==> src/rtl/sys_ctrl_pkg.sv <==
// Shared command codes and controller state encoding for the UART TX-side system controller.
package sys_ctrl_pkg;

    localparam logic [2:0] CMD_WRITE = 3'b001;
    localparam logic [2:0] CMD_READ  = 3'b010;
    localparam logic [2:0] CMD_ALU   = 3'b100;

    typedef enum logic [2:0] {
        ST_IDLE,
        ST_WRITE,
        ST_READ_WAIT,
        ST_ALU_WAIT,
        ST_SEND_OFFER,
        ST_SEND_DRAIN
    } sc_state_t;

    function automatic logic cmd_legal(input logic [2:0] cmd);
        return (cmd == CMD_WRITE) || (cmd == CMD_READ) || (cmd == CMD_ALU);
    endfunction

endpackage

==> src/rtl/sys_ctrl_tx_if.sv <==
// Command, register-file, ALU and UART TX signals of the system controller.
interface sys_ctrl_tx_if #(
    parameter int DATA_W    = 8,
    parameter int ADDR_W    = 8,
    parameter int RES_BYTES = 2,
    parameter int FUN_W     = 4
);
    logic [2:0]                  SC_Cmd;
    logic                        SC_Cmd_Valid;
    logic [DATA_W-1:0]           SC_Pdata;
    logic [ADDR_W-1:0]           SC_Addr;
    logic [DATA_W-1:0]           SC_RdData;
    logic                        SC_RF_Valid;
    logic [RES_BYTES*DATA_W-1:0] SC_ALU_Out;
    logic                        SC_ALU_Valid;
    logic                        SC_TX_Busy;
    logic [ADDR_W-1:0]           SC_Addr_Out;
    logic [DATA_W-1:0]           SC_Wr_Data;
    logic                        SC_Wr_En;
    logic                        SC_Rd_En;
    logic [FUN_W-1:0]            SC_ALU_Fun;
    logic                        SC_ALU_En;
    logic                        SC_Gate_En;
    logic [DATA_W-1:0]           SC_TX_Pdata;
    logic                        SC_TX_Valid;
    logic                        SC_Cmd_Err;
    logic                        SC_Idle;

    modport master (
        input  SC_Cmd, SC_Cmd_Valid, SC_Pdata, SC_Addr, SC_RdData, SC_RF_Valid,
               SC_ALU_Out, SC_ALU_Valid, SC_TX_Busy,
        output SC_Addr_Out, SC_Wr_Data, SC_Wr_En, SC_Rd_En, SC_ALU_Fun, SC_ALU_En,
               SC_Gate_En, SC_TX_Pdata, SC_TX_Valid, SC_Cmd_Err, SC_Idle
    );

    modport slave (
        output SC_Cmd, SC_Cmd_Valid, SC_Pdata, SC_Addr, SC_RdData, SC_RF_Valid,
               SC_ALU_Out, SC_ALU_Valid, SC_TX_Busy,
        input  SC_Addr_Out, SC_Wr_Data, SC_Wr_En, SC_Rd_En, SC_ALU_Fun, SC_ALU_En,
               SC_Gate_En, SC_TX_Pdata, SC_TX_Valid, SC_Cmd_Err, SC_Idle
    );

endinterface

==> src/rtl/sc_byte_serialiser.sv <==
// Holds a multi-byte result and hands it to the UART TX one byte at a time, LS byte first,
// using an offer / drain handshake on the TX busy flag.
module sc_byte_serialiser
    import sys_ctrl_pkg::*;
#(
    parameter int DATA_W    = 8,
    parameter int RES_BYTES = 2,
    localparam int RES_W    = RES_BYTES * DATA_W,
    localparam int CW       = $clog2(RES_BYTES + 1)
)
(
    input  logic              SC_CLK,
    input  logic              SC_RST,
    input  logic              start,
    input  logic [CW-1:0]     count,
    input  logic [RES_W-1:0]  din,
    input  logic              tx_busy,
    output logic              tx_valid,
    output logic [DATA_W-1:0] tx_pdata,
    output logic              done,
    output sc_state_t         phase_nxt
);

    sc_state_t         phase_q, phase_d;
    logic [RES_W-1:0]  res_q;
    logic [CW-1:0]     count_q;
    logic [CW-1:0]     idx_q;
    logic [DATA_W-1:0] byte_sel;
    logic              last;

    assign last = ((idx_q + CW'(1)) == count_q);

    always_comb begin
        phase_d = phase_q;
        done    = 1'b0;
        case (phase_q)
            ST_IDLE:       if (start) phase_d = ST_SEND_OFFER;
            ST_SEND_OFFER: if (tx_busy) phase_d = ST_SEND_DRAIN;
            ST_SEND_DRAIN: begin
                if (!tx_busy) begin
                    if (last) begin
                        phase_d = ST_IDLE;
                        done    = 1'b1;
                    end else begin
                        phase_d = ST_SEND_OFFER;
                    end
                end
            end
            default:       phase_d = ST_IDLE;
        endcase
    end

    always_ff @(posedge SC_CLK or negedge SC_RST) begin
        if (!SC_RST) begin
            phase_q <= ST_IDLE;
            res_q   <= '0;
            count_q <= '0;
            idx_q   <= '0;
        end else begin
            phase_q <= phase_d;
            if (start) begin
                res_q   <= din;
                count_q <= count;
                idx_q   <= '0;
            end else if (phase_q == ST_SEND_DRAIN && !tx_busy) begin
                idx_q <= last ? '0 : idx_q + CW'(1);
            end
        end
    end

    always_comb begin
        byte_sel = '0;
        for (int i = 0; i < RES_BYTES; i++) begin
            if (idx_q == CW'(i)) byte_sel = res_q[i*DATA_W +: DATA_W];
        end
    end

    assign tx_valid  = (phase_q == ST_SEND_OFFER);
    assign tx_pdata  = tx_valid ? byte_sel : '0;
    assign phase_nxt = phase_d;

endmodule

==> src/rtl/sys_ctrl_tx.sv <==
// UART TX-side system controller: executes RF write/read and ALU commands and returns
// read/ALU results over the UART transmitter, with illegal-command and wait-timeout errors.
//
// state         | meaning
// IDLE          | ready for a command when TX is not busy
// WRITE         | one-cycle RF write strobe
// READ_WAIT     | RF read strobe held until read data valid or timeout
// ALU_WAIT      | ALU enable held until result valid or timeout
// SEND_OFFER    | result byte offered to TX, waiting for busy
// SEND_DRAIN    | waiting for TX to finish the byte
module sys_ctrl_tx
    import sys_ctrl_pkg::*;
#(
    parameter int DATA_W    = 8,
    parameter int ADDR_W    = 8,
    parameter int RES_BYTES = 2,
    parameter int FUN_W     = 4,
    parameter int TIMEOUT   = 255
)
(
    input logic           SC_CLK,
    input logic           SC_RST,
    sys_ctrl_tx_if.master bus
);

    localparam int RES_W = RES_BYTES * DATA_W;
    localparam int CW    = $clog2(RES_BYTES + 1);
    localparam int TW    = (TIMEOUT > 1) ? $clog2(TIMEOUT) : 1;

    sc_state_t         state_q, state_d, ser_phase_nxt;
    logic [2:0]        cmd_q;
    logic [DATA_W-1:0] pdata_q;
    logic [ADDR_W-1:0] addr_q;
    logic [TW-1:0]     wait_q;
    logic              err_q, err_d;
    logic              accept, wait_exp, in_wait, sending;
    logic              ser_start, ser_done;
    logic [CW-1:0]     ser_count;
    logic [RES_W-1:0]  ser_din;

    assign bus.SC_Idle = (state_q == ST_IDLE) && !bus.SC_TX_Busy;
    assign accept      = bus.SC_Idle && bus.SC_Cmd_Valid;
    assign in_wait     = (state_q == ST_READ_WAIT) || (state_q == ST_ALU_WAIT);
    assign sending     = (state_q == ST_SEND_OFFER) || (state_q == ST_SEND_DRAIN);
    // Down-counter loaded on acceptance; reaching zero in a wait state without a valid is the timeout.
    assign wait_exp    = (wait_q == '0);

    always_comb begin
        state_d   = state_q;
        err_d     = 1'b0;
        ser_start = 1'b0;
        ser_count = '0;
        ser_din   = '0;
        case (state_q)
            ST_IDLE: begin
                if (accept) begin
                    if (!cmd_legal(bus.SC_Cmd))        err_d   = 1'b1;
                    else if (bus.SC_Cmd == CMD_WRITE)  state_d = ST_WRITE;
                    else if (bus.SC_Cmd == CMD_READ)   state_d = ST_READ_WAIT;
                    else                               state_d = ST_ALU_WAIT;
                end
            end
            ST_WRITE: state_d = ST_IDLE;
            ST_READ_WAIT: begin
                if (bus.SC_RF_Valid) begin
                    ser_start = 1'b1;
                    ser_count = CW'(1);
                    ser_din   = RES_W'(bus.SC_RdData);
                    state_d   = ST_SEND_OFFER;
                end else if (wait_exp) begin
                    err_d   = 1'b1;
                    state_d = ST_IDLE;
                end
            end
            ST_ALU_WAIT: begin
                if (bus.SC_ALU_Valid) begin
                    ser_start = 1'b1;
                    ser_count = CW'(RES_BYTES);
                    ser_din   = bus.SC_ALU_Out;
                    state_d   = ST_SEND_OFFER;
                end else if (wait_exp) begin
                    err_d   = 1'b1;
                    state_d = ST_IDLE;
                end
            end
            ST_SEND_OFFER, ST_SEND_DRAIN: state_d = ser_done ? ST_IDLE : ser_phase_nxt;
            default: state_d = ST_IDLE;
        endcase
    end

    always_ff @(posedge SC_CLK or negedge SC_RST) begin
        if (!SC_RST) begin
            state_q <= ST_IDLE;
            err_q   <= 1'b0;
            cmd_q   <= '0;
            pdata_q <= '0;
            addr_q  <= '0;
            wait_q  <= '0;
        end else begin
            state_q <= state_d;
            err_q   <= err_d;
            if (accept) begin
                cmd_q   <= bus.SC_Cmd;
                pdata_q <= bus.SC_Pdata;
                addr_q  <= bus.SC_Addr;
                wait_q  <= TW'(TIMEOUT - 1);
            end else if (in_wait && !wait_exp) begin
                wait_q <= wait_q - TW'(1);
            end
        end
    end

    sc_byte_serialiser #(
        .DATA_W    (DATA_W),
        .RES_BYTES (RES_BYTES)
    ) u_ser (
        .SC_CLK    (SC_CLK),
        .SC_RST    (SC_RST),
        .start     (ser_start),
        .count     (ser_count),
        .din       (ser_din),
        .tx_busy   (bus.SC_TX_Busy),
        .tx_valid  (bus.SC_TX_Valid),
        .tx_pdata  (bus.SC_TX_Pdata),
        .done      (ser_done),
        .phase_nxt (ser_phase_nxt)
    );

    assign bus.SC_Wr_En    = (state_q == ST_WRITE);
    assign bus.SC_Rd_En    = (state_q == ST_READ_WAIT);
    assign bus.SC_ALU_En   = (state_q == ST_ALU_WAIT);
    assign bus.SC_Wr_Data  = bus.SC_Wr_En ? pdata_q : '0;
    assign bus.SC_Addr_Out = (bus.SC_Wr_En || bus.SC_Rd_En) ? addr_q : '0;
    assign bus.SC_ALU_Fun  = bus.SC_ALU_En ? pdata_q[FUN_W-1:0] : '0;
    assign bus.SC_Gate_En  = bus.SC_ALU_En || (sending && cmd_q == CMD_ALU);
    assign bus.SC_Cmd_Err  = err_q;

endmodule

==> src/flat_wrapper.sv <==
// flat-port wrapper written by rule: the top's interface ports become plain ports
module sys_ctrl_tx_flat import sys_ctrl_pkg::*;
#(
    parameter int DATA_W    = 8,
    parameter int ADDR_W    = 8,
    parameter int RES_BYTES = 2,
    parameter int FUN_W     = 4,
    parameter int TIMEOUT   = 255
)
  (SC_CLK, SC_RST, bus_SC_Cmd, bus_SC_Cmd_Valid, bus_SC_Pdata, bus_SC_Addr, bus_SC_RdData, bus_SC_RF_Valid, bus_SC_ALU_Out, bus_SC_ALU_Valid, bus_SC_TX_Busy, bus_SC_Addr_Out, bus_SC_Wr_Data, bus_SC_Wr_En, bus_SC_Rd_En, bus_SC_ALU_Fun, bus_SC_ALU_En, bus_SC_Gate_En, bus_SC_TX_Pdata, bus_SC_TX_Valid, bus_SC_Cmd_Err, bus_SC_Idle);
  sys_ctrl_tx_if #(.DATA_W(DATA_W), .ADDR_W(ADDR_W), .RES_BYTES(RES_BYTES), .FUN_W(FUN_W)) bus_i ();
  input logic SC_CLK;
  input logic SC_RST;
  input wire logic [$bits(bus_i.SC_Cmd)-1:0] bus_SC_Cmd;
  input wire logic [$bits(bus_i.SC_Cmd_Valid)-1:0] bus_SC_Cmd_Valid;
  input wire logic [$bits(bus_i.SC_Pdata)-1:0] bus_SC_Pdata;
  input wire logic [$bits(bus_i.SC_Addr)-1:0] bus_SC_Addr;
  input wire logic [$bits(bus_i.SC_RdData)-1:0] bus_SC_RdData;
  input wire logic [$bits(bus_i.SC_RF_Valid)-1:0] bus_SC_RF_Valid;
  input wire logic [$bits(bus_i.SC_ALU_Out)-1:0] bus_SC_ALU_Out;
  input wire logic [$bits(bus_i.SC_ALU_Valid)-1:0] bus_SC_ALU_Valid;
  input wire logic [$bits(bus_i.SC_TX_Busy)-1:0] bus_SC_TX_Busy;
  output wire logic [$bits(bus_i.SC_Addr_Out)-1:0] bus_SC_Addr_Out;
  output wire logic [$bits(bus_i.SC_Wr_Data)-1:0] bus_SC_Wr_Data;
  output wire logic [$bits(bus_i.SC_Wr_En)-1:0] bus_SC_Wr_En;
  output wire logic [$bits(bus_i.SC_Rd_En)-1:0] bus_SC_Rd_En;
  output wire logic [$bits(bus_i.SC_ALU_Fun)-1:0] bus_SC_ALU_Fun;
  output wire logic [$bits(bus_i.SC_ALU_En)-1:0] bus_SC_ALU_En;
  output wire logic [$bits(bus_i.SC_Gate_En)-1:0] bus_SC_Gate_En;
  output wire logic [$bits(bus_i.SC_TX_Pdata)-1:0] bus_SC_TX_Pdata;
  output wire logic [$bits(bus_i.SC_TX_Valid)-1:0] bus_SC_TX_Valid;
  output wire logic [$bits(bus_i.SC_Cmd_Err)-1:0] bus_SC_Cmd_Err;
  output wire logic [$bits(bus_i.SC_Idle)-1:0] bus_SC_Idle;
  assign bus_i.SC_Cmd = bus_SC_Cmd;
  assign bus_i.SC_Cmd_Valid = bus_SC_Cmd_Valid;
  assign bus_i.SC_Pdata = bus_SC_Pdata;
  assign bus_i.SC_Addr = bus_SC_Addr;
  assign bus_i.SC_RdData = bus_SC_RdData;
  assign bus_i.SC_RF_Valid = bus_SC_RF_Valid;
  assign bus_i.SC_ALU_Out = bus_SC_ALU_Out;
  assign bus_i.SC_ALU_Valid = bus_SC_ALU_Valid;
  assign bus_i.SC_TX_Busy = bus_SC_TX_Busy;
  assign bus_SC_Addr_Out = bus_i.SC_Addr_Out;
  assign bus_SC_Wr_Data = bus_i.SC_Wr_Data;
  assign bus_SC_Wr_En = bus_i.SC_Wr_En;
  assign bus_SC_Rd_En = bus_i.SC_Rd_En;
  assign bus_SC_ALU_Fun = bus_i.SC_ALU_Fun;
  assign bus_SC_ALU_En = bus_i.SC_ALU_En;
  assign bus_SC_Gate_En = bus_i.SC_Gate_En;
  assign bus_SC_TX_Pdata = bus_i.SC_TX_Pdata;
  assign bus_SC_TX_Valid = bus_i.SC_TX_Valid;
  assign bus_SC_Cmd_Err = bus_i.SC_Cmd_Err;
  assign bus_SC_Idle = bus_i.SC_Idle;
  sys_ctrl_tx #(.DATA_W(DATA_W), .ADDR_W(ADDR_W), .RES_BYTES(RES_BYTES), .FUN_W(FUN_W), .TIMEOUT(TIMEOUT)) u_core (.SC_CLK(SC_CLK), .SC_RST(SC_RST), .bus(bus_i));
endmodule
==> config.mk <==
export PLATFORM = sky130hd
export DESIGN_NAME = sys_ctrl_tx_flat
export DESIGN_NICKNAME = d
export VERILOG_FILES = /design/src/rtl/sys_ctrl_pkg.sv /design/src/rtl/sys_ctrl_tx_if.sv /design/src/rtl/sc_byte_serialiser.sv /design/src/rtl/sys_ctrl_tx.sv /design/src/flat_wrapper.sv
export SDC_FILE = /design/constraint.sdc
export NUM_CORES = 1
export LEC_CHECK = 0
export ABC_AREA = 1
export ABC_CLOCK_PERIOD_IN_PS = 1200
export BUFFER_PORTS_ARGS = -buffer_cell sky130_fd_sc_hd__buf_2
export CAP_MARGIN = 0
export CORE_MARGIN = 4
export CORE_UTILIZATION = 47
export DETAILED_ROUTE_END_ITERATION = 16
export GPL_TIMING_DRIVEN = 1
export PLACE_DENSITY = 0.76
export SLEW_MARGIN = 20
export SYNTH_ARGS = -nofsm -noshare
export SYNTH_HDL_FRONTEND = slang
export SYNTH_SLANG_ARGS = --single-unit
==> constraint.sdc <==
create_clock -name SC_CLK -period 1.2 [get_ports SC_CLK]
set_clock_uncertainty 0.05 [all_clocks]
set_input_delay 0.06 -clock SC_CLK [delete_from_list [all_inputs] [get_ports SC_CLK]]
set_output_delay 0.06 -clock SC_CLK [all_outputs]
set_load 0.005 [all_outputs]
**Word level (Yosys, flattened, before mapping)**

Index checks and enable logic that the tools add are counted.

- Bits in latches: 0
- Register bits after elaboration: 54
- Input port bits: 49
- Word-level logic and storage cells: 91
- Bits in writable memories: 0
- Memories kept: 0
- Bits in read-only memories: 0
- Output and inout bits: 35

- Reduce and logical (&&, ||, !) cells: 21
- Bitwise logic cells: 0
- Div/mod/pow operators: 0
- Mux-type cells: 43
- Add/subtract/negate cells: 2
- Equality and inequality tests: 15
- Shift operators: 0
- Multipliers: 0
- Order comparisons: 0

Operators with widths:

| kind | count |
|---|---|
| $mux 8 | 8 |
| $mux 3 | 11 |
| $pmux 16 s2 | 1 |
| $eq 3x3->1 const B | 6 |
| $mux 16 | 1 |
| $mux 1 | 12 |
| $pmux 3 s4 | 1 |
| $eq 3x2->1 const B | 3 |
| $pmux 3 s3 | 1 |
| $logic_not 8->1 | 1 |
| $mux 2 | 4 |
| $sub 8x1->8 const B | 1 |
| $eq 3x1->1 const B | 2 |
| $logic_not 3->1 | 2 |
| $logic_or 1x1->1 | 6 |
| $logic_and 1x1->1 | 5 |
| $mux 4 | 1 |
| $pmux 2 s2 | 1 |
| $reduce_bool 2->1 | 2 |
| $pmux 1 s3 | 1 |
| $add 2x1->2 const B | 1 |
| $eq 2x1->1 const B | 1 |
| $eq 2x2->1 | 1 |
| $logic_not 1->1 | 2 |
| other kinds (6) | 6 |

**Logic depth before layout (Yosys ltp)**

Gate-level depths: netlist (run 1).

- Depth in word-level cells: 7
- Depth in mapped cells: 10
- Depth with buffers taken out: 10

**Hierarchy**

Synthesis (run 1) repeated with hierarchy kept, for this count alone.

- Cells, all modules: 416
- Area total of the unflattened synthesis: 2,990.4 um^2

Modules (own cells, without submodules):

| module | cells an instance | area an instance (um^2) | times used | sequential area each (um^2) |
|---|---|---|---|---|
| sys_ctrl_tx | 268 | 1,853.0 | 1 | 775.7 |
| sc_byte_serialiser | 148 | 1,137.3 | 1 | 575.6 |

**Worst setup path after synthesis (run 1)**

Ideal clock, no wire load.

- Kind: register -> output
- From: reg u_core.u_ser.idx_q[0]
- To: out bus_SC_TX_Pdata[0]
- Arrival time: 1,278 ps
- Stages on the path, launching flop included: 6
- Buffers on the path: 1
- Slack: -188 ps
- Data required time: 1,090 ps
- Cell sequence: dfrtp_1 -> ha_1 -> clkbuf_1 -> nor2_1 -> nand2_1 -> a21oi_1

- Word-level cells in the longest chain between the ends: 4
- Elaborated cells between the ends (all ways): 5
- Classes of those cells: eq/ne (1); mux (3); reduce/logical (1)

RTL lines:

| item | RTL line | text |
|---|---|---|
| from (decl) | sc_byte_serialiser.sv:27 | `logic [CW-1:0] idx_q;` |
| from (signal assigned) | sc_byte_serialiser.sv:66 | `idx_q <= last ? '0 : idx_q + CW'(1);` |
| $logic_not 2->1 | sc_byte_serialiser.sv:74 | `if (idx_q == CW'(i)) byte_sel = res_q[i*DATA_W +: DATA_W];` |
| $mux 8 | sc_byte_serialiser.sv:74 |  |
| $mux 8 (*) | sc_byte_serialiser.sv:74 |  |
| $mux 8 (*) | sc_byte_serialiser.sv:79 | `assign tx_pdata = tx_valid ? byte_sel : '0;` |
| to (decl) | flat_wrapper.sv:30 | `output wire logic [$bits(bus_i.SC_TX_Pdata)-1:0] bus_SC_TX_Pdata;` |

Mark *: on every way between the ends. The rest lies on a longest branch, timed or not.

**Final worst setup path (run 1)**

- From: reg u_core.u_ser.idx_q[0]
- To: reg u_core.state_q[2]

- Word-level cells in the longest chain between the ends: 7
- Elaborated cells between the ends (all ways): 10
- Classes of those cells: add/sub (1); eq/ne (1); mux (8)

RTL lines:

| item | RTL line | text |
|---|---|---|
| $add 2x1->2 | sc_byte_serialiser.sv:31 | `assign last = ((idx_q + CW'(1)) == count_q);` |
| $eq 2x2->1 | sc_byte_serialiser.sv:31 |  |
| $mux 3 | sc_byte_serialiser.sv:41 | `if (last) begin` |
| $mux 3 | sc_byte_serialiser.sv:40 | `if (!tx_busy) begin` |
| $pmux 3 s3 | sc_byte_serialiser.sv:36 | `case (phase_q)` |
| via u_core.ser_phase_nxt[2] | sys_ctrl_tx.sv:30 | `sc_state_t state_q, state_d, ser_phase_nxt;` |
| $mux 3 | sys_ctrl_tx.sv:86 | `ST_SEND_OFFER, ST_SEND_DRAIN: state_d = ser_done ? ST_IDLE : ser_phase_nxt;` |
| $pmux 3 s4 | sys_ctrl_tx.sv:54 | `case (state_q)` |
| to (signal assigned) | sys_ctrl_tx.sv:100 | `state_q <= state_d;` |
| to (decl) | sys_ctrl_tx.sv:30 |  |

The timed path passes the listed nets, and every way through them passes these cells.
A chain may end at the register's enable or synchronous reset.

==> impl_metrics.yaml, run 1 <==
job:
  maxCapViolations: 0
cts:
  cts_tree: "yes"
  clock_latency_ps: 330
  clk_pin_slew_worst_paths_ps: 100
  number_of_clock_sinks_seen_by_cts: 54
  clock-root-buffer: "sky130_fd_sc_hd__clkbuf_8"
  cts-root-to-sink-buffers: 2
  tritoncts.num_buffers: 5
  clock_tree.htree_level_count: 2
floorplan:
  die-area_sq_um: 7450
  initial_utilization_pct: 48.7
  io_pins: 84
  core_box_area_sq_um: 5920
  die_w_microns: 86.3
  die_y_microns: 86.3
  placement_rows: 28
global_route:
  first_global_vias: 3399
  grt-ovfl-total: 0
  pin_count_of_the_biggest_net_entering_global_routing: 55
  antenna_found_initial: 1
  wire_length_of_the_first_global_routing_pass_mm: 17.0
  global_route.usage.total_pct: 29.6
timing:
  hold_viol: 0
  period_minus_slack_ps: 2030
  timing.final.ws_setup_ps: -833
  number_of_pins_with_negative_max_slew_slack_in_the_final_report: 0
  timing.hold.ws_ps: 2.16
  grt_setup_unrepaired: "yes"
  max_clock_freq_mhz: 492
  min_period_over_period_pct: 169
  finalSetupViolations: 86
detailed_routing:
  vias_per_cell: 6.20
  first_pass_iters: 5
  wl_mm: 15.1
  wire_per_inst_microns: 24.1
  vias: 3893
  detail_route.iter0.violations: 359
  drc: 0
  drtAntennaViolNets: 0
pwr:
  share_comb_of_total_power_pct: 61.9
  power_total_mw: 12.1
  intPower_mw: 6.51
  pwr_density_cell_nw_per_um2: 2250
  total_leakage_power_nw: 2.69
  power.share.clock_pct: 10.5
  p_sw_share_pct: 46.4
  power_frac_seq_pct: 27.6
  ir_worst_vdd_mv: 1.63
  power_switching_mw: 5.63
synthesis:
  synth-edff-count: 0
  synth_largest_type_area_fraction_pct: 46.9
  post-synth-top-count-cell: "sky130_fd_sc_hd__nand2_1"
  mappedNetlistArea_sq_um: 2880
  post_synth_and_or_nand_nor_area_fraction_pct: 27.0
  synth_flop_cell: "sky130_fd_sc_hd__dfrtp_1"
  synthMuxAreaShare_pct: 0
  post_synth_most_frequent_cells: "sky130_fd_sc_hd__nand2_1 (88), sky130_fd_sc_hd__dfrtp_1 (54), sky130_fd_sc_hd__nor2_1 (48)"
  xor_and_xnor_fraction_of_the_mapped_netlist_area_pct: 0
  ys_seq_area_share_pct: 46.9
  proportion_of_synthesized_flip_flops_having_asynchronous_set_or_reset_pct: 100
  yosys-top-cells-area: "sky130_fd_sc_hd__dfrtp_1 (47%), sky130_fd_sc_hd__nand2_1 (11%), sky130_fd_sc_hd__nor2_1 (6.3%)"
  ys_warn_count: 0
  synthDistinctLibCells: 30
  dominant_combinational_cell_family_by_area_after_synthesis: "simple AND/OR/NAND/NOR gates"
  synth-adder-area-share_pct: 1.74
  postSynthCellCount: 353
  yosysTopAreaCell: "sky130_fd_sc_hd__dfrtp_1"
  synth.ff_latch_count: 54
  synthesis.nets: 406
  synthesized_area_fraction_occupied_by_ao_oa_aoi_and_oai_cells_pct: 14.6
  avgSynthCellArea_sq_um: 8.17
placed_design:
  placedInstanceArea_sq_um: 3730
  numPortBuffers: 83
  place.detailed.hpwl_mm: 5.20
  gpl.final_weighted_congestion: 0.826
  placement.setup.worst_slack_ps: -217
critical_path:
  path_class: "register to register"
  worstPathRequired_ps: 1340
  cp-start-kind: "register"
  cp_data_arrival_time_ps: 2170
  crit_path_max_fanout: 3
  timing.critical_path.to_type: "register"
final_layout:
  postLayoutCellArea_sq_um: 5390
  layout-area-overhead-vs-synth_pct: 86.8
  nets: 605
  post-route-util_pct: 91.0
  layout-drive-gt1-share_pct: 56.9
  nFillCells: 205
worst_hold_path:
  worstHoldPathType: "input port to register"
run_status:
  violations: "negative setup slack"
  outcome: "finished with violations"
## state kept, by name, summed over array words and instances (netlist names)
signal,cells
u_core.state_q,3
u_core.u_ser.idx_q,2
u_core.addr_q,8
u_core.cmd_q,3
u_core.u_ser.res_q,16
u_core.u_ser.count_q,2
u_core.u_ser.phase_q,3
u_core.bus.SC_Cmd_Err,1
u_core.pdata_q,8
u_core.wait_q,8
## layout by cell type, fill, tap and decap left out, drive strengths merged, types with 2 or more instances in the layout
cell type	n
buf	153
nand2	92
dfrtp	54
inv	54
nor2	50
dlygate4sd3	42
a21oi	27
nand3	25
o21ai	12
a22o	8
a22oi	8
nand4	5
clkbuf	5
clkinv	5
ha	4
nor3	2
## path summary, 6_finish.rpt
path                            slack (ps)                      to                  start  depth (start not counted)
worst min register to register         480         u_core.cmd_q[0]        u_core.cmd_q[0]                          2
worst max-delay path                  -830       u_core.state_q[2]  u_core.u_ser.idx_q[0]                         10
worst min-delay path                     2         u_core.cmd_q[2]          bus_SC_Cmd[2]                          3
max in group asynchronous              570       u_core.state_q[2]                 SC_RST                          3
min in group asynchronous              220  u_core.u_ser.res_q[15]                 SC_RST                          3
worst max register to register        -830       u_core.state_q[2]  u_core.u_ser.idx_q[0]                         10
## cell type report
| cell class | count | area, sq um | area share (%) |
|---|---|---|---|
| multi-input cells | 238 | 1880 | 34.9 |
| repair buffers | 195 | 1630 | 30.3 |
| flip-flops and latches | 54 | 1360 | 25.2 |
| inverters | 52 | 244 | 4.53 |
| well taps | 75 | 93.8 | 1.74 |
| repair inverters | 6 | 70.1 | 1.30 |
| clock buffers | 5 | 68.8 | 1.28 |
| clock inverters | 2 | 38.8 | 0.720 |
| diodes | 1 | 2.50 | 0.0465 |
## power groups by stage
stage	Clock [mW]	Combinational, mW	Sequential (mW)
after floorplan	0	2.74	2.99
after global placement	0	4.13	3.02
after detailed placement	0	4.25	3.05
after CTS	1.23	5.53	3.03
after global routing	1.34	7.94	3.36
final	1.28	7.51	3.35
## metrics by stage
step	instances	setup TNS, ps
3_3_place_gp	542	-8190
6_report	628	-42760
3_5_place_dp	542	-11100
5_1_grt	628	-46210
4_1_cts	616	-25880
2_1_floorplan	353	-4120
## cell families after synthesis
family          count (synthesis)
simple gates                  176
flops                          54
compound gates                 57
fa+ha+maj                       4
other cells                     1
buf+inv                        61
## worst max-delay path: stages (launching register included)
cell,delay (ps)
sky130_fd_sc_hd__dfrtp_1,470
sky130_fd_sc_hd__inv_2,100
sky130_fd_sc_hd__ha_4,250
sky130_fd_sc_hd__inv_1,90
sky130_fd_sc_hd__nand2_1,180
sky130_fd_sc_hd__nand2_2,140
sky130_fd_sc_hd__nand3_1,110
sky130_fd_sc_hd__nand2_1,80
sky130_fd_sc_hd__nand3_1,160
sky130_fd_sc_hd__nand2_1,170
sky130_fd_sc_hd__nand2_1,100
## repair_timing
item	in CTS	in global routing
hold endpoints to repair	87	0
pin swaps	37	24
hold buffers	42	0
resized for setup	108	109
buffers inserted	22	11
setup endpoints to repair	86	86
gates cloned	6	3
## per-layer routing
layer,share of wire (%),track usage [%],vias to the layer above
met3,10,5.04,153
met4,9.6,14.6,0
met5,0,0,-
li1,-,-,1529
met2,48,52.6,347
met1,32,34.4,1864
Power figures use the tool's default switching activity.
==> run 2, diff against run 1 <==
--- a/config.mk
+++ b/config.mk
@@ -13,7 +13,7 @@
 export CORE_UTILIZATION = 47
 export DETAILED_ROUTE_END_ITERATION = 16
 export GPL_TIMING_DRIVEN = 1
-export PLACE_DENSITY = 0.76
+export PLACE_DENSITY = 0.77
 export SLEW_MARGIN = 20
 export SYNTH_ARGS = -nofsm -noshare
 export SYNTH_HDL_FRONTEND = slang
==> run 2 against run 1 <==
Net effect: the flow finishes with violations (negative hold slack, negative setup slack); global-route usage rose by 4.1 points; power rose by 5.1%; clock power barely moved; sequential share of layout area fell by 0.64 points; largest cell class unchanged.
==> impl_metrics.yaml, run 2 (same netlist as run 1, synthesis figures left out) <==
critical_path:
  crit_path_max_fanout: 8
  cp_data_arrival_time_ps: 1870
  worstPathRequired_ps: 1090
  cp-start-kind: "register"
  path_class: "register to output pin"
  timing.critical_path.to_type: "output pin"
cts:
  clock_tree.htree_level_count: 2
  tritoncts.num_buffers: 5
  clock-root-buffer: "sky130_fd_sc_hd__clkbuf_8"
  cts-root-to-sink-buffers: 2
  number_of_clock_sinks_seen_by_cts: 54
  clk_pin_slew_worst_paths_ps: 100
  clock_latency_ps: 320
  cts_tree: "yes"
placed_design:
  place.detailed.instances: 546
  place.detailed.hpwl_mm: 5.52
  gpl.final_weighted_congestion: 0.799
  numPortBuffers: 83
timing:
  timing.hold.ws_ps: -5.62
  grt_setup_unrepaired: "yes"
  finalSetupViolations: 86
  number_of_pins_with_negative_max_slew_slack_in_the_final_report: 0
  period_minus_slack_ps: 1980
  hold_viol: 1
  max_clock_freq_mhz: 506
  timing.final.ws_setup_ps: -776
  min_period_over_period_pct: 165
pwr:
  total_leakage_power_nw: 2.73
  ir_worst_vdd_mv: 2.13
  power_total_mw: 12.8
  pwr_density_cell_nw_per_um2: 2310
final_layout:
  layout.cells.most_common_list: "sky130_fd_sc_hd__buf_2 (74), sky130_fd_sc_hd__dfrtp_1 (51), sky130_fd_sc_hd__nand2_1 (49)"
  multi_input_combinational_cell_area_sq_um: 1960
  seqCellArea_sq_um: 1360
  layout-drive-gt1-share_pct: 61.2
  largest-register: "u_core.u_ser.res_q"
  largest_register_ffs: 16
  nets: 609
  layout-area-overhead-vs-synth_pct: 91.7
  instances_no_fill: 632
  nFillCells: 171
  ant_diodes: 0
  layout_commonest_cell: "sky130_fd_sc_hd__buf_2"
floorplan:
  initial_utilization_pct: 48.7
  die-area_sq_um: 7450
  placement_rows: 28
  die_y_microns: 86.3
  core_box_area_sq_um: 5920
  die_w_microns: 86.3
  io_pins: 84
worst_hold_path:
  worstHoldPathType: "input port to register"
job:
  maxCapViolations: 0
detailed_routing:
  drc: 0
  detail_route.iter0.violations: 490
  routed.top_layer: "met4"
  wire_per_inst_microns: 26.0
  route.layer.met1.wl_mm: 5.46
  drtAntennaViolNets: 0
  met3_wire_len_mm: 1.76
  vias_per_cell: 6.25
  vias: 3947
  first_pass_iters: 6
  wl_mm: 16.5
  met2_wirelength_mm: 7.76
global_route:
  first_global_vias: 3752
  global_route.usage.total_pct: 33.7
  pin_count_of_the_biggest_net_entering_global_routing: 55
  grt-ovfl-total: 0
  wire_length_of_the_first_global_routing_pass_mm: 19.2
  antenna_found_initial: 0
run_status:
  outcome: "finished with violations"
  violations: "negative hold slack, negative setup slack"
==> run 2: changes by cell type in the layout (fill, tap and decap cells not counted), moves of 7 or more <==
cell / before / now
sky130_fd_sc_hd__nor2_4: 24 / 41
sky130_fd_sc_hd__nor2_1: 18 / 6
sky130_fd_sc_hd__a21oi_2: 15 / 23
sky130_fd_sc_hd__nand2_2: 22 / 30
sky130_fd_sc_hd__buf_4: 33 / 40
sky130_fd_sc_hd__nand2_4: 15 / 8
==> run 2: per-layer routing <==
metal	global-route usage [%]	vias to the layer above
met1	40.7	1876
met4	19.0	0
li1	-	1526
met2	56.1	407
met3	6.84	138
met5	0	-
==> run 2: final timing paths <==
path / from / slack (ps) / cells past startpoint / to
worst max-delay path: u_core.u_ser.idx_q[0] / -780 / 7 / bus_SC_TX_Pdata[0]
worst max register to register: u_core.state_q[2] / -580 / 10 / u_core.wait_q[7]
max in group asynchronous: SC_RST / 570 / 3 / u_core.state_q[0]
worst min register to register: u_core.cmd_q[2] / 480 / 2 / u_core.cmd_q[2]
min in group asynchronous: SC_RST / 240 / 3 / u_core.u_ser.res_q[3]
worst min-delay path: bus_SC_Cmd[1] / -6 / 3 / u_core.cmd_q[1]
==> run 2: where the power goes <==
| part | total [mW] | switching (mW) | internal [mW] |
|---|---|---|---|
| Combinational | 8.12 | 4.65 | 3.47 |
| Sequential | 3.34 | 0.731 | 2.61 |
| Clock | 1.30 | 0.686 | 0.617 |
==> run 2: through the flow <==
| stage | util (%) | setup WS (ps) | area [sq um] | setup TNS, ps | hold slack, ps |
|---|---|---|---|---|---|
| global route | 93.3 | -803 | 5530 | -44630 | 0.809 |
| global placement | 63.7 | -144 | 3770 | -7300 | 24.4 |
| floorplan | - | -124 | 2980 | -4120 | -286 |
| finish | 93.3 | -776 | 5530 | -42450 | -5.62 |
| CTS | 84.7 | -425 | 5020 | -26090 | 2.56 |
| detailed placement | 63.7 | -183 | 3770 | -10100 | 26.5 |
==> run 2: timing repair <==
action	4_1_cts	5_1_grt
buffers inserted	20	12
hold buffers	42	0
hold endpoints to repair	87	0
resized for setup	115	127
gates cloned	8	1
setup endpoints to repair	86	86
pin swaps	29	34
==> run 2: layout make-up <==
| class | count | share of cell area [%] |
|---|---|---|
| Inverter | 52 | 4.19 |
| Clock inverter | 3 | 0.724 |
| Tap cell | 75 | 1.70 |
| Multi-Input combinational cell | 238 | 35.5 |
| Sequential cell | 54 | 24.5 |
| Timing Repair Buffer | 202 | 31.6 |
| Timing Repair inverter | 3 | 0.521 |
| Clock buffer | 5 | 1.25 |
==> run 2: worst max-delay path, stage by stage, from the launching register on <==
cell                      delay (ps)
sky130_fd_sc_hd__dfrtp_1         440
sky130_fd_sc_hd__inv_2           110
sky130_fd_sc_hd__ha_4            140
sky130_fd_sc_hd__inv_2            40
sky130_fd_sc_hd__nor2_4          250
sky130_fd_sc_hd__nand2_1         120
sky130_fd_sc_hd__a21oi_1         240
sky130_fd_sc_hd__buf_2           190
==> run 3, diff against run 2 <==
--- a/config.mk
+++ b/config.mk
@@ -17,4 +17,5 @@
 export SLEW_MARGIN = 20
 export SYNTH_ARGS = -nofsm -noshare
 export SYNTH_HDL_FRONTEND = slang
+export SYNTH_HIERARCHICAL = 1
 export SYNTH_SLANG_ARGS = --single-unit
==> run 3 against run 2 <==
Net effect: the run ends with negative setup slack left; worst hold slack improved by 17 ps; register-to-register slack improved by 180 ps; synthesized cell count increased by 18%; core utilization decreased by 16 points; fmax increased by 15%; critical path type unchanged; largest power group unchanged; highest routed layer unchanged.
==> impl_metrics.yaml, run 3 <==
detailed_routing:
  vias: 3256
  drtAntennaViolNets: 0
  drc: 0
  first_pass_iters: 4
  detail_route.iter0.violations: 153
  wl_mm: 9.13
  wire_per_inst_microns: 14.0
  vias_per_cell: 4.99
run_status:
  outcome: "finished with violations"
  violations: "negative setup slack"
critical_path:
  crit_path_max_fanout: 8
  cp-start-kind: "register"
  path_class: "register to output pin"
  worst-r2r-cell-count: 9
  cp_data_arrival_time_ps: 1600
  timing.critical_path.to_type: "output pin"
  worstPathRequired_ps: 1090
synthesis:
  synthesized_area_fraction_occupied_by_ao_oa_aoi_and_oai_cells_pct: 9.04
  synth-adder-area-share_pct: 1.67
  post-synth-top-count-cell: "sky130_fd_sc_hd__nand2_1"
  postSynthCellCount: 416
  yosys-top-cells-area: "sky130_fd_sc_hd__dfrtp_1 (45%), sky130_fd_sc_hd__nand2_1 (18%), sky130_fd_sc_hd__nor2_1 (6.2%)"
  synth_flop_cell: "sky130_fd_sc_hd__dfrtp_1"
  synth_largest_type_area_fraction_pct: 45.2
  post_synth_most_frequent_cells: "sky130_fd_sc_hd__nand2_1 (145), sky130_fd_sc_hd__dfrtp_1 (54), sky130_fd_sc_hd__nor2_1 (49)"
  proportion_of_synthesized_flip_flops_having_asynchronous_set_or_reset_pct: 100
  synth.ff_latch_count: 54
  synth-edff-count: 0
  synthMuxAreaShare_pct: 0
  ys_seq_area_share_pct: 45.2
  dominant_combinational_cell_family_by_area_after_synthesis: "simple AND/OR/NAND/NOR gates"
  synthDistinctLibCells: 28
  ys_warn_count: 6
  avgSynthCellArea_sq_um: 7.19
  post_synth_and_or_nand_nor_area_fraction_pct: 34.1
  mappedNetlistArea_sq_um: 2990
  xor_and_xnor_fraction_of_the_mapped_netlist_area_pct: 0.293
  yosysTopAreaCell: "sky130_fd_sc_hd__dfrtp_1"
timing:
  number_of_pins_with_negative_max_slew_slack_in_the_final_report: 0
  timing.hold.ws_ps: 10.9
  max_clock_freq_mhz: 584
  min_period_over_period_pct: 143
  period_minus_slack_ps: 1710
  hold_viol: 0
  grt_setup_unrepaired: "yes"
  finalSetupViolations: 86
  timing.final.ws_setup_ps: -513
  final.setup.tns_ps: -29580
floorplan:
  initial_utilization_pct: 49.3
  core_box_area_sq_um: 6060
  placement_rows: 28
  io_pins: 84
  die_y_microns: 87.8
  die_w_microns: 87.8
  die-area_sq_um: 7700
pwr:
  pwr_density_cell_nw_per_um2: 1960
  power_total_mw: 9.19
  ir_worst_vdd_mv: 1.36
  total_leakage_power_nw: 2.47
final_layout:
  layout.cells.most_common_list: "sky130_fd_sc_hd__nand2_1 (133), sky130_fd_sc_hd__buf_2 (79), sky130_fd_sc_hd__dfrtp_1 (50)"
  nets: 631
  largest_register_ffs: 16
  postLayoutCellArea_sq_um: 4690
  layout-drive-gt1-share_pct: 40.3
  layout_commonest_cell: "sky130_fd_sc_hd__nand2_1"
  largest-register: "u_core/u_ser/res_q"
  layout-area-overhead-vs-synth_pct: 56.7
  ant_diodes: 0
  post-route-util_pct: 77.3
job:
  maxCapViolations: 0
placed_design:
  placedInstanceArea_sq_um: 3860
  gpl.final_weighted_congestion: 0.897
  numPortBuffers: 83
  place.detailed.hpwl_mm: 5.87
cts:
  number_of_clock_sinks_seen_by_cts: 54
  clk_pin_slew_worst_paths_ps: 90
  cts_tree: "yes"
  clock-root-buffer: "sky130_fd_sc_hd__clkbuf_8"
  cts-root-to-sink-buffers: 2
  clock_latency_ps: 300
  tritoncts.num_buffers: 5
  clock_tree.htree_level_count: 2
worst_hold_path:
  worstHoldPathType: "input port to register"
  holdPathStages: 3
global_route:
  wire_length_of_the_first_global_routing_pass_mm: 14.5
  global_route.usage.total_pct: 23.5
  first_global_vias: 3211
  pin_count_of_the_biggest_net_entering_global_routing: 30
  grt-ovfl-total: 0
  antenna_found_initial: 0
[run 3: cell types whose count changed in the layout (fill, tap and decap cells not counted), sizes merged, moves of 2 or more]
cell         delta
nand2          +61
dlygate4sd3    -22
buf            -18
o21ai          +17
a21oi          -16
a22oi           -8
nand3           +4
bufbuf          +2
nor2            +2
[run 3: kinds of logic (layout without fill, tap and decap cells)]
logic type               after synthesis  after routing
XOR/XNOR                               1              1
other                                  1              2
AO/OA/AOI/OAI                         48             48
AND/OR/NAND/NOR                      241            242
flip-flops                            54             54
adder cells (fa/ha/maj)                4              4
buffers and inverters                 67            227
[run 3: worst max-delay path: stages (launching register included)]
cell                         delay [ps]
sky130_fd_sc_hd__dfrtp_2            470
sky130_fd_sc_hd__nor3_4             230
sky130_fd_sc_hd__or2_4              160
sky130_fd_sc_hd__clkinvlp_4         170
sky130_fd_sc_hd__nor2_1             150
sky130_fd_sc_hd__buf_2              130
[run 3: final cells by class]
class	instances	area (sq um)
fillers	430	1370
repair inverters	1	16.3
inverters	54	245
repair buffers	165	1270
clock inverters	2	13.8
well taps	75	93.8
multi-input cells	297	1620
flip-flops and latches	54	1360
clock buffers	5	68.8
[run 3: per-layer routing]
metal	GRT usage [%]	vias up	wire [microns]	part of all wire (%)
met3	4.05	19	597	6.5
met4	5.30	0	165	1.8
met1	29.9	1509	3660	40
met2	41.6	115	4700	52
li1	-	1613	-	-
met5	0	-	0	0
[run 3: path summary, 6_finish.rpt]
| check | start | to | slack, ps |
|---|---|---|---|
| worst max-delay path | u_core/state_q[2] | bus_SC_Addr_Out[7] | -510 |
| worst min-delay path | bus_SC_RF_Valid | u_core/state_q[2] | 10 |
| worst min register to register | u_core/u_ser/res_q[15] | u_core/u_ser/res_q[15] | 440 |
| min in group asynchronous | SC_RST | u_core/u_ser/res_q[1] | 240 |
| worst max register to register | u_core/state_q[1] | u_core/u_ser/idx_q[1] | -400 |
| max in group asynchronous | SC_RST | u_core/state_q[1] | 530 |
[run 3: metrics by stage]
step,worst slack [ps],std cells
2_1_floorplan,-235,417
3_3_place_gp,-276,607
3_5_place_dp,-340,607
4_1_cts,-475,649
5_1_grt,-577,653
6_report,-513,653
[run 3: repair_timing]
| action | CTS | global route |
|---|---|---|
| hold buffers | 20 | 0 |
| endpoints found under the hold margin | 74 | 0 |
| pin swaps | 14 | 7 |
| gates resized for setup | 54 | 41 |
| setup buffers | 11 | 4 |
| cloned | 4 | 1 |
| setup endpoints to repair | 86 | 86 |
[run 3: power by group]
group	internal (mW)	switching, mW	leakage [nW]	total, mW
logic	2.46	2.81	1.73	5.28
clock network	0.405	0.592	0.0444	0.997
registers	2.50	0.421	0.697	2.92
total	5.37	3.82	2.47	9.19
